==> src/rtl/act_sram_pkg.sv <==
// Shared types and geometry for the activation SRAM arbiter.
// Word = CH_NUM x ACT_PER_ADDR activations of BW_PER_ACT bits, one mask bit per activation.
package act_sram_pkg;

  localparam int CH_NUM       = 3;
  localparam int ACT_PER_ADDR = 9;
  localparam int BW_PER_ACT   = 10;
  localparam int DEPTH        = 80;
  localparam int ADDR_W       = 7;
  localparam int WORD_W       = CH_NUM * ACT_PER_ADDR * BW_PER_ACT;
  localparam int MASK_W       = CH_NUM * ACT_PER_ADDR;

  typedef logic [ADDR_W-1:0] addr_t;
  typedef logic [WORD_W-1:0] word_t;
  typedef logic [MASK_W-1:0] mask_t;

  // Widen a per-activation mask to a per-bit mask (1 = keep old bit).
  function automatic word_t mask_expand(input mask_t m);
    word_t w;
    for (int i = 0; i < MASK_W; i++) begin
      w[i*BW_PER_ACT +: BW_PER_ACT] = {BW_PER_ACT{m[i]}};
    end
    return w;
  endfunction

endpackage

==> src/rtl/act_sram_arbiter_if.sv <==
// Client-side and SRAM-side bus of act_sram_arbiter.
// slave = arbiter view, master = clients plus SRAM macro.
interface act_sram_arbiter_if
  import act_sram_pkg::*;
#(
  parameter int N_RD = 3
);
  localparam int ID_W = (N_RD > 1) ? $clog2(N_RD) : 1;

  logic                     wr_valid;
  logic                     wr_ready;
  addr_t                    wr_addr;
  mask_t                    wr_mask;
  word_t                    wr_data;
  logic [N_RD-1:0]          rd_valid;
  logic [N_RD-1:0]          rd_ready;
  logic [N_RD*ADDR_W-1:0]   rd_addr;
  logic                     rsp_valid;
  logic [ID_W-1:0]          rsp_id;
  word_t                    rsp_data;
  logic                     addr_err;
  logic                     sram_csb;
  logic                     sram_wsb;
  mask_t                    sram_wordmask;
  addr_t                    sram_waddr;
  addr_t                    sram_raddr;
  word_t                    sram_wdata;
  word_t                    sram_rdata;

  modport slave (
    input  wr_valid, wr_addr, wr_mask, wr_data, rd_valid, rd_addr, sram_rdata,
    output wr_ready, rd_ready, rsp_valid, rsp_id, rsp_data, addr_err,
           sram_csb, sram_wsb, sram_wordmask, sram_waddr, sram_raddr, sram_wdata
  );

  modport master (
    output wr_valid, wr_addr, wr_mask, wr_data, rd_valid, rd_addr, sram_rdata,
    input  wr_ready, rd_ready, rsp_valid, rsp_id, rsp_data, addr_err,
           sram_csb, sram_wsb, sram_wordmask, sram_waddr, sram_raddr, sram_wdata
  );

endinterface

==> src/rtl/act_rr_arb.sv <==
// Round-robin arbiter: one-hot grant searched from the pointer; pointer moves
// to winner+1 only on cycles where adv is set.
module act_rr_arb #(
  parameter  int N     = 3,
  localparam int IDX_W = (N > 1) ? $clog2(N) : 1
) (
  input  logic             clk,
  input  logic             rst,
  input  logic [N-1:0]     req,
  input  logic             adv,
  output logic [N-1:0]     grant,
  output logic [IDX_W-1:0] grant_idx
);

  logic [IDX_W-1:0] ptr_reg;
  logic [IDX_W-1:0] ptr_next;
  logic             found;
  int               c;

  always_comb begin
    grant     = '0;
    grant_idx = '0;
    found     = 1'b0;
    c         = 0;
    for (int k = 0; k < N; k++) begin
      c = int'(ptr_reg) + k;
      if (c >= N) c = c - N;
      if (!found && req[c]) begin
        found     = 1'b1;
        grant[c]  = 1'b1;
        grant_idx = IDX_W'(c);
      end
    end
  end

  assign ptr_next = (grant_idx == IDX_W'(N - 1)) ? '0 : grant_idx + IDX_W'(1);

  always_ff @(posedge clk or posedge rst) begin
    if (rst) begin
      ptr_reg <= '0;
    end else if (adv) begin
      ptr_reg <= ptr_next;
    end
  end

endmodule

==> src/rtl/act_sram_arbiter.sv <==
// Shares one 1R1W activation SRAM between a write client and N_RD round-robin readers.
// Define ACT_SRAM_ARB_RAW_FWD_EN to forward same-cycle writes to colliding reads instead of stalling.
module act_sram_arbiter
  import act_sram_pkg::*;
#(
  parameter int N_RD = 3
) (
  input  logic              clk,
  input  logic              rst,
  act_sram_arbiter_if.slave bus
);

  localparam int    ID_W    = (N_RD > 1) ? $clog2(N_RD) : 1;
  localparam addr_t DEPTH_A = ADDR_W'(DEPTH);

  addr_t           cl_addr [N_RD];
  logic [N_RD-1:0] rd_req;
  logic [N_RD-1:0] grant;
  logic [ID_W-1:0] grant_idx;
  addr_t           rd_sel_addr;
  logic            wr_acc, wr_ok, rd_acc, rd_ok, wr_issue, rd_issue;
  word_t           rd_word;

  logic            sram_csb_reg, sram_wsb_reg;
  mask_t           sram_wordmask_reg;
  addr_t           sram_waddr_reg, sram_raddr_reg;
  word_t           sram_wdata_reg;
  logic            a_vld_reg, a_oor_reg, b_vld_reg, b_oor_reg;
  logic [ID_W-1:0] a_id_reg, b_id_reg;
  logic            rsp_valid_reg, addr_err_reg;
  logic [ID_W-1:0] rsp_id_reg;
  word_t           rsp_data_reg;

  // A read colliding with this cycle's write address waits a cycle unless forwarding is built in.
  for (genvar gi = 0; gi < N_RD; gi++) begin : g_client
    assign cl_addr[gi] = bus.rd_addr[gi*ADDR_W +: ADDR_W];
`ifdef ACT_SRAM_ARB_RAW_FWD_EN
    assign rd_req[gi]  = bus.rd_valid[gi] & ~rst;
`else
    assign rd_req[gi]  = bus.rd_valid[gi] & ~rst & ~(bus.wr_valid && (cl_addr[gi] == bus.wr_addr));
`endif
  end

  act_rr_arb #(.N(N_RD)) u_rr_arb (
    .clk       (clk),
    .rst       (rst),
    .req       (rd_req),
    .adv       (rd_acc),
    .grant     (grant),
    .grant_idx (grant_idx)
  );

  assign wr_acc      = bus.wr_valid & ~rst;
  assign wr_ok       = bus.wr_addr < DEPTH_A;
  assign rd_acc      = |grant;
  assign rd_sel_addr = cl_addr[grant_idx];
  assign rd_ok       = rd_sel_addr < DEPTH_A;
  assign wr_issue    = wr_acc & wr_ok;
  assign rd_issue    = rd_acc & rd_ok;

  always_ff @(posedge clk or posedge rst) begin
    if (rst) begin
      sram_csb_reg      <= 1'b1;
      sram_wsb_reg      <= 1'b1;
      sram_wordmask_reg <= '1;
      sram_waddr_reg    <= '0;
      sram_raddr_reg    <= '0;
      sram_wdata_reg    <= '0;
      a_vld_reg         <= 1'b0;
      a_oor_reg         <= 1'b0;
      a_id_reg          <= '0;
      addr_err_reg      <= 1'b0;
    end else begin
      sram_csb_reg      <= ~(wr_issue | rd_issue);
      sram_wsb_reg      <= ~wr_issue;
      sram_wordmask_reg <= wr_issue ? bus.wr_mask : '1;
      if (wr_issue) begin
        sram_waddr_reg <= bus.wr_addr;
        sram_wdata_reg <= bus.wr_data;
      end
      if (rd_issue) sram_raddr_reg <= rd_sel_addr;
      a_vld_reg <= rd_acc;
      a_oor_reg <= ~rd_ok;
      a_id_reg  <= grant_idx;
      if ((wr_acc & ~wr_ok) | (rd_acc & ~rd_ok)) addr_err_reg <= 1'b1;
    end
  end

`ifdef ACT_SRAM_ARB_RAW_FWD_EN
  logic  a_fwd_reg, b_fwd_reg;
  word_t b_fwd_data_reg;
  mask_t b_fwd_mask_reg;

  // The SRAM returns pre-write data for a same-cycle hit; merge the registered write copy.
  always_ff @(posedge clk or posedge rst) begin
    if (rst) begin
      a_fwd_reg      <= 1'b0;
      b_fwd_reg      <= 1'b0;
      b_fwd_data_reg <= '0;
      b_fwd_mask_reg <= '1;
    end else begin
      a_fwd_reg <= rd_acc & wr_acc & (rd_sel_addr == bus.wr_addr);
      b_fwd_reg <= a_fwd_reg;
      if (a_fwd_reg) begin
        b_fwd_data_reg <= sram_wdata_reg;
        b_fwd_mask_reg <= sram_wordmask_reg;
      end
    end
  end

  assign rd_word = b_fwd_reg
      ? ((b_fwd_data_reg & ~mask_expand(b_fwd_mask_reg)) | (bus.sram_rdata & mask_expand(b_fwd_mask_reg)))
      : bus.sram_rdata;
`else
  assign rd_word = bus.sram_rdata;
`endif

  always_ff @(posedge clk or posedge rst) begin
    if (rst) begin
      b_vld_reg     <= 1'b0;
      b_oor_reg     <= 1'b0;
      b_id_reg      <= '0;
      rsp_valid_reg <= 1'b0;
      rsp_id_reg    <= '0;
      rsp_data_reg  <= '0;
    end else begin
      b_vld_reg     <= a_vld_reg;
      b_oor_reg     <= a_oor_reg;
      b_id_reg      <= a_id_reg;
      rsp_valid_reg <= b_vld_reg;
      if (b_vld_reg) begin
        rsp_id_reg   <= b_id_reg;
        rsp_data_reg <= b_oor_reg ? '0 : rd_word;
      end
    end
  end

  assign bus.wr_ready      = ~rst;
  assign bus.rd_ready      = grant;
  assign bus.rsp_valid     = rsp_valid_reg;
  assign bus.rsp_id        = rsp_id_reg;
  assign bus.rsp_data      = rsp_data_reg;
  assign bus.addr_err      = addr_err_reg;
  assign bus.sram_csb      = sram_csb_reg;
  assign bus.sram_wsb      = sram_wsb_reg;
  assign bus.sram_wordmask = sram_wordmask_reg;
  assign bus.sram_waddr    = sram_waddr_reg;
  assign bus.sram_raddr    = sram_raddr_reg;
  assign bus.sram_wdata    = sram_wdata_reg;

endmodule
==> src/flat_wrapper.sv <==
// flat-port wrapper written by rule: the top's interface ports become plain ports
module act_sram_arbiter_flat import act_sram_pkg::*;
#(
  parameter int N_RD = 3
)
  (clk, rst, bus_wr_valid, bus_wr_addr, bus_wr_mask, bus_wr_data, bus_rd_valid, bus_rd_addr, bus_sram_rdata, bus_wr_ready, bus_rd_ready, bus_rsp_valid, bus_rsp_id, bus_rsp_data, bus_addr_err, bus_sram_csb, bus_sram_wsb, bus_sram_wordmask, bus_sram_waddr, bus_sram_raddr, bus_sram_wdata);
  act_sram_arbiter_if #(.N_RD(N_RD)) bus_i ();
  input  logic clk;
  input  logic rst;
  input wire logic [$bits(bus_i.wr_valid)-1:0] bus_wr_valid;
  input wire logic [$bits(bus_i.wr_addr)-1:0] bus_wr_addr;
  input wire logic [$bits(bus_i.wr_mask)-1:0] bus_wr_mask;
  input wire logic [$bits(bus_i.wr_data)-1:0] bus_wr_data;
  input wire logic [$bits(bus_i.rd_valid)-1:0] bus_rd_valid;
  input wire logic [$bits(bus_i.rd_addr)-1:0] bus_rd_addr;
  input wire logic [$bits(bus_i.sram_rdata)-1:0] bus_sram_rdata;
  output wire logic [$bits(bus_i.wr_ready)-1:0] bus_wr_ready;
  output wire logic [$bits(bus_i.rd_ready)-1:0] bus_rd_ready;
  output wire logic [$bits(bus_i.rsp_valid)-1:0] bus_rsp_valid;
  output wire logic [$bits(bus_i.rsp_id)-1:0] bus_rsp_id;
  output wire logic [$bits(bus_i.rsp_data)-1:0] bus_rsp_data;
  output wire logic [$bits(bus_i.addr_err)-1:0] bus_addr_err;
  output wire logic [$bits(bus_i.sram_csb)-1:0] bus_sram_csb;
  output wire logic [$bits(bus_i.sram_wsb)-1:0] bus_sram_wsb;
  output wire logic [$bits(bus_i.sram_wordmask)-1:0] bus_sram_wordmask;
  output wire logic [$bits(bus_i.sram_waddr)-1:0] bus_sram_waddr;
  output wire logic [$bits(bus_i.sram_raddr)-1:0] bus_sram_raddr;
  output wire logic [$bits(bus_i.sram_wdata)-1:0] bus_sram_wdata;
  assign bus_i.wr_valid = bus_wr_valid;
  assign bus_i.wr_addr = bus_wr_addr;
  assign bus_i.wr_mask = bus_wr_mask;
  assign bus_i.wr_data = bus_wr_data;
  assign bus_i.rd_valid = bus_rd_valid;
  assign bus_i.rd_addr = bus_rd_addr;
  assign bus_i.sram_rdata = bus_sram_rdata;
  assign bus_wr_ready = bus_i.wr_ready;
  assign bus_rd_ready = bus_i.rd_ready;
  assign bus_rsp_valid = bus_i.rsp_valid;
  assign bus_rsp_id = bus_i.rsp_id;
  assign bus_rsp_data = bus_i.rsp_data;
  assign bus_addr_err = bus_i.addr_err;
  assign bus_sram_csb = bus_i.sram_csb;
  assign bus_sram_wsb = bus_i.sram_wsb;
  assign bus_sram_wordmask = bus_i.sram_wordmask;
  assign bus_sram_waddr = bus_i.sram_waddr;
  assign bus_sram_raddr = bus_i.sram_raddr;
  assign bus_sram_wdata = bus_i.sram_wdata;
  act_sram_arbiter #(.N_RD(N_RD)) u_core (.clk(clk), .rst(rst), .bus(bus_i));
endmodule
==> config.mk <==
export PLATFORM = sky130hd
export DESIGN_NAME = act_sram_arbiter_flat
export DESIGN_NICKNAME = d
export VERILOG_FILES = /design/src/rtl/act_sram_pkg.sv /design/src/rtl/act_sram_arbiter_if.sv /design/src/rtl/act_rr_arb.sv /design/src/rtl/act_sram_arbiter.sv /design/src/flat_wrapper.sv
export SDC_FILE = /design/constraint.sdc
export NUM_CORES = 1
export LEC_CHECK = 0
export CORE_AREA = 2 2 462 464
export CTS_CLUSTER_SIZE = 24
export DETAILED_ROUTE_END_ITERATION = 10
export DIE_AREA = 0 0 464 466
export PLACE_DENSITY_LB_ADDON = 0.12
export SYNTH_ARGS = -nofsm -noshare
export SYNTH_HDL_FRONTEND = slang
export SYNTH_SLANG_ARGS = --single-unit
export TNS_END_PERCENT = 1
==> constraint.sdc <==
create_clock -name clk -period 29.2 [get_ports clk]
set_clock_uncertainty 0.2 [all_clocks]
set_input_delay 8.76 -clock clk [delete_from_list [all_inputs] [get_ports clk]]
set_output_delay 8.76 -clock clk [all_outputs]
set_load 0.1 [all_outputs]
==> results_dict.tcl <==
set metrics [dict create \
    synth_flop_cell "dfrtp_1" \
    die_area_um2 216200 \
    critPathTopFamily "buffers and inverters" \
    hp-class "reg -> reg" \
    maxCapViolations 0 \
    async_flop_share_pct 100.0 \
    cts_setup_buffers 0 \
    use_met1_pct 13.75 \
    setup_viol 0 \
    place_ws_ns 7.499 \
    synth_edf_count 0 \
    peakVddDrop_uv 67.39 \
    hold_viol_final 0 \
    status "finished clean" \
    die_h_um 466 \
    synth.distinct_cells 47 \
    syn_inst 2521 \
    worstPathCellList "clkdlybuf4s50_1, nand4_1, o31ai_1, nand3_1, a21oi_1, o21a_1, nand2b_1, clkdlybuf4s50_1" \
    wl_per_cell_um 20.98 \
    critPathMostFrequentCell "clkdlybuf4s50_1" \
    cts_tree "done" \
    avgSynthCellArea_um2 9.189 \
    drive_gt1_share_pct 7.456 \
    max_slew_margin_pct 20.00 \
    syn_to_final_growth_pct 78.62 \
    worstSetupPathType "in -> out" \
    die_w_um 464 \
    antenna_found_initial 44 \
    critPathSlowestCell "clkdlybuf4s50_1" \
    cts_made_buffers 89 \
    drc_errors 0 \
    via_per_inst 3.216 \
    cts_hold_buf 0 \
    endpoint_kind "output port" \
    dp_hpwl_mm 105.1 \
    ys_ff_latch 597 \
    yosys_warnings 0 \
    critPathBufInv 2 \
    grt_pass1_vias 22830 \
    grt_setup_unrepaired "no" \
    dr_total_vias 21230 \
    grt_util_met3_pct 6.295 \
    grt_use_met2_pct 21.44 \
    timing.fmax_mhz 46.07 \
    power_density_nw_per_um2 126.5 \
    globalplace.congestion 0.7772 \
    final_common_cell "clkdlybuf4s50_1" \
    drtAntennaViolNets 0 \
    slowest_delay_ns 1.16 \
    firstDrtPassIters 5 \
    syn-cell-area_um2 23170 \
    finalWirelength_mm 138.5 \
    tightestPinTransition_ns 1.196 \
    synth_fp_nets 3126 \
    startpoint_type "primary input" \
    grt.busiest_layer "met2" \
    period_minus_slack_ns 21.71 \
    pin_count 1192 \
    final_nets 4304 \
    critPathMaxFanout 5 \
    grt_pass1_wl_mm 191.6 \
    rows 169 \
    cts_resized 0 \
    worst_slack_ns 7.494 \
    yosysSeqAreaShare_pct 64.64 \
    clock-root-buffer "clkbuf_16" \
    clk_latency_ns 0.70 \
    mostFrequentLayoutCells "1,156 x clkdlybuf4s50_1, 1,106 x nand2_1, 567 x dfrtp_1" \
    clockBufferDepth 3 \
    cts_max_level 3 \
    clock-sinks 597 \
    initial_core_util_pct 10.97 \
    fill_cells 23350 \
    setup_tns_ns 0 \
    critPathArrivalTime_ns 12.75 \
    grt_max_degree 145 \
    core-area_um2 211200 \
    path_clk_slew_ns 0.05 \
    maxSlewViolCount 0 \
    leakagePower_nw 18.13 \
    required_ns 20.24 \
    grt-ovfl-total 0 \
    grt_usage_pct 12.51 \
    portBuffers 1191 \
    fin_crit_sh_pct 74.34 \
    drt_iter0_drc 1021 \
]
stage by stage:
stage	cell area (um^2)	hold slack, ns	power [mW]	std cells	util, %
floorplan	23170	0.1312	3.252	2521	-
global placement	38300	0.1350	4.160	6429	18.13
detailed placement	38300	0.1355	4.159	6429	18.13
CTS	41350	0.1476	5.356	6590	19.57
global route	41350	0.1603	5.491	6592	19.58
finish	41380	0.1456	5.235	6602	19.59
cell usage after synthesis (2+ instances only):
| master | instances | area, um^2 |
|---|---|---|
| and2_2 | 2 | 15.01 |
| mux2i_1 | 5 | 50.05 |
| a211oi_1 | 2 | 15.01 |
| a22oi_1 | 2 | 15.01 |
| and3_1 | 3 | 18.77 |
| a21oi_1 | 10 | 50.05 |
| or2_2 | 28 | 175.2 |
| buf_2 | 3 | 15.01 |
| clkinv_1 | 2 | 7.510 |
| a221o_1 | 2 | 20.02 |
| buf_1 | 5 | 18.77 |
| a22o_2 | 4 | 40.04 |
| o21a_1 | 2 | 15.01 |
| dfstp_2 | 29 | 762.0 |
| o22ai_1 | 2 | 12.51 |
| nor2b_1 | 5 | 31.28 |
| clkbuf_1 | 118 | 442.9 |
| dfrtp_1 | 568 | 14210 |
| nand3_1 | 4 | 20.02 |
| mux2_4 | 2 | 30.03 |
| o31a_1 | 2 | 17.52 |
| nor2_1 | 3 | 11.26 |
| buf_6 | 3 | 33.78 |
| mux2_2 | 6 | 67.56 |
| inv_1 | 282 | 1059 |
| o211a_1 | 3 | 30.03 |
| nand2_1 | 1106 | 4151 |
| nand4_1 | 6 | 37.54 |
| ha_1 | 4 | 50.05 |
| a211o_1 | 2 | 17.52 |
| o21ai_0 | 270 | 1351 |
| xnor2_1 | 21 | 183.9 |
kinds of logic (layout without fill, tap and decap cells):
kind of cell,count (synthesis),in the layout,share of synthesized area [%]
XOR/XNOR,21,21,0.7940
other,0,12,0
buffers and inverters,413,1661,6.805
multiplexers,13,13,0.6373
AO/OA/AOI/OAI,310,310,7.394
adder cells (fa/ha/maj),4,4,0.2160
AND/OR/NAND/NOR,1163,1163,19.51
flip-flops,597,597,64.64
path summary, 6_finish.rpt:
check                                              from  cells past startpoint  slack (ns)                              endpoint
max                                        bus_wr_valid                      8        7.49                       bus_rd_ready[0]
min                        u_core.a_id_reg[1]$_DFF_PP0_                      0        0.15          u_core.b_id_reg[1]$_DFF_PP0_
max reg2reg                  u_core.b_vld_reg$_DFF_PP0_                      4       25.23  u_core.bus.rsp_data[142]$_DFFE_PP0P_
min reg2reg                u_core.a_id_reg[1]$_DFF_PP0_                      0        0.15          u_core.b_id_reg[1]$_DFF_PP0_
max in group asynchronous                           rst                      6       17.37  u_core.bus.rsp_data[143]$_DFFE_PP0P_
min in group asynchronous                           rst                      3        8.69    u_core.bus.rsp_data[0]$_DFFE_PP0P_
power by group:
part | switching (mW) | total (mW) | internal, mW
registers | 0.144 | 1.21 | 1.07
clock network | 0.453 | 1.14 | 0.690
logic | 2.29 | 2.88 | 0.589
total | 2.89 | 5.23 | 2.35
per-layer routing:
metal,share of wire [%],vias to the layer above
li1,-,10060
met1,38,10050
met2,49,912
met3,11,199
met4,2.2,20
met5,0.087,-
layout make-up:
cell class | count | area [um^2] | share of cell area (%)
clock inverters | 32 | 494.2 | 1.194
flip-flops and latches | 597 | 14980 | 36.20
clock buffers | 129 | 2559 | 6.183
inverters | 284 | 1077 | 2.603
multi-input cells | 1511 | 6629 | 16.02
repair buffers | 1216 | 12080 | 29.20
diodes | 12 | 30.03 | 0.07257
well taps | 2821 | 3530 | 8.530
(Power assumes the default switching activity.)
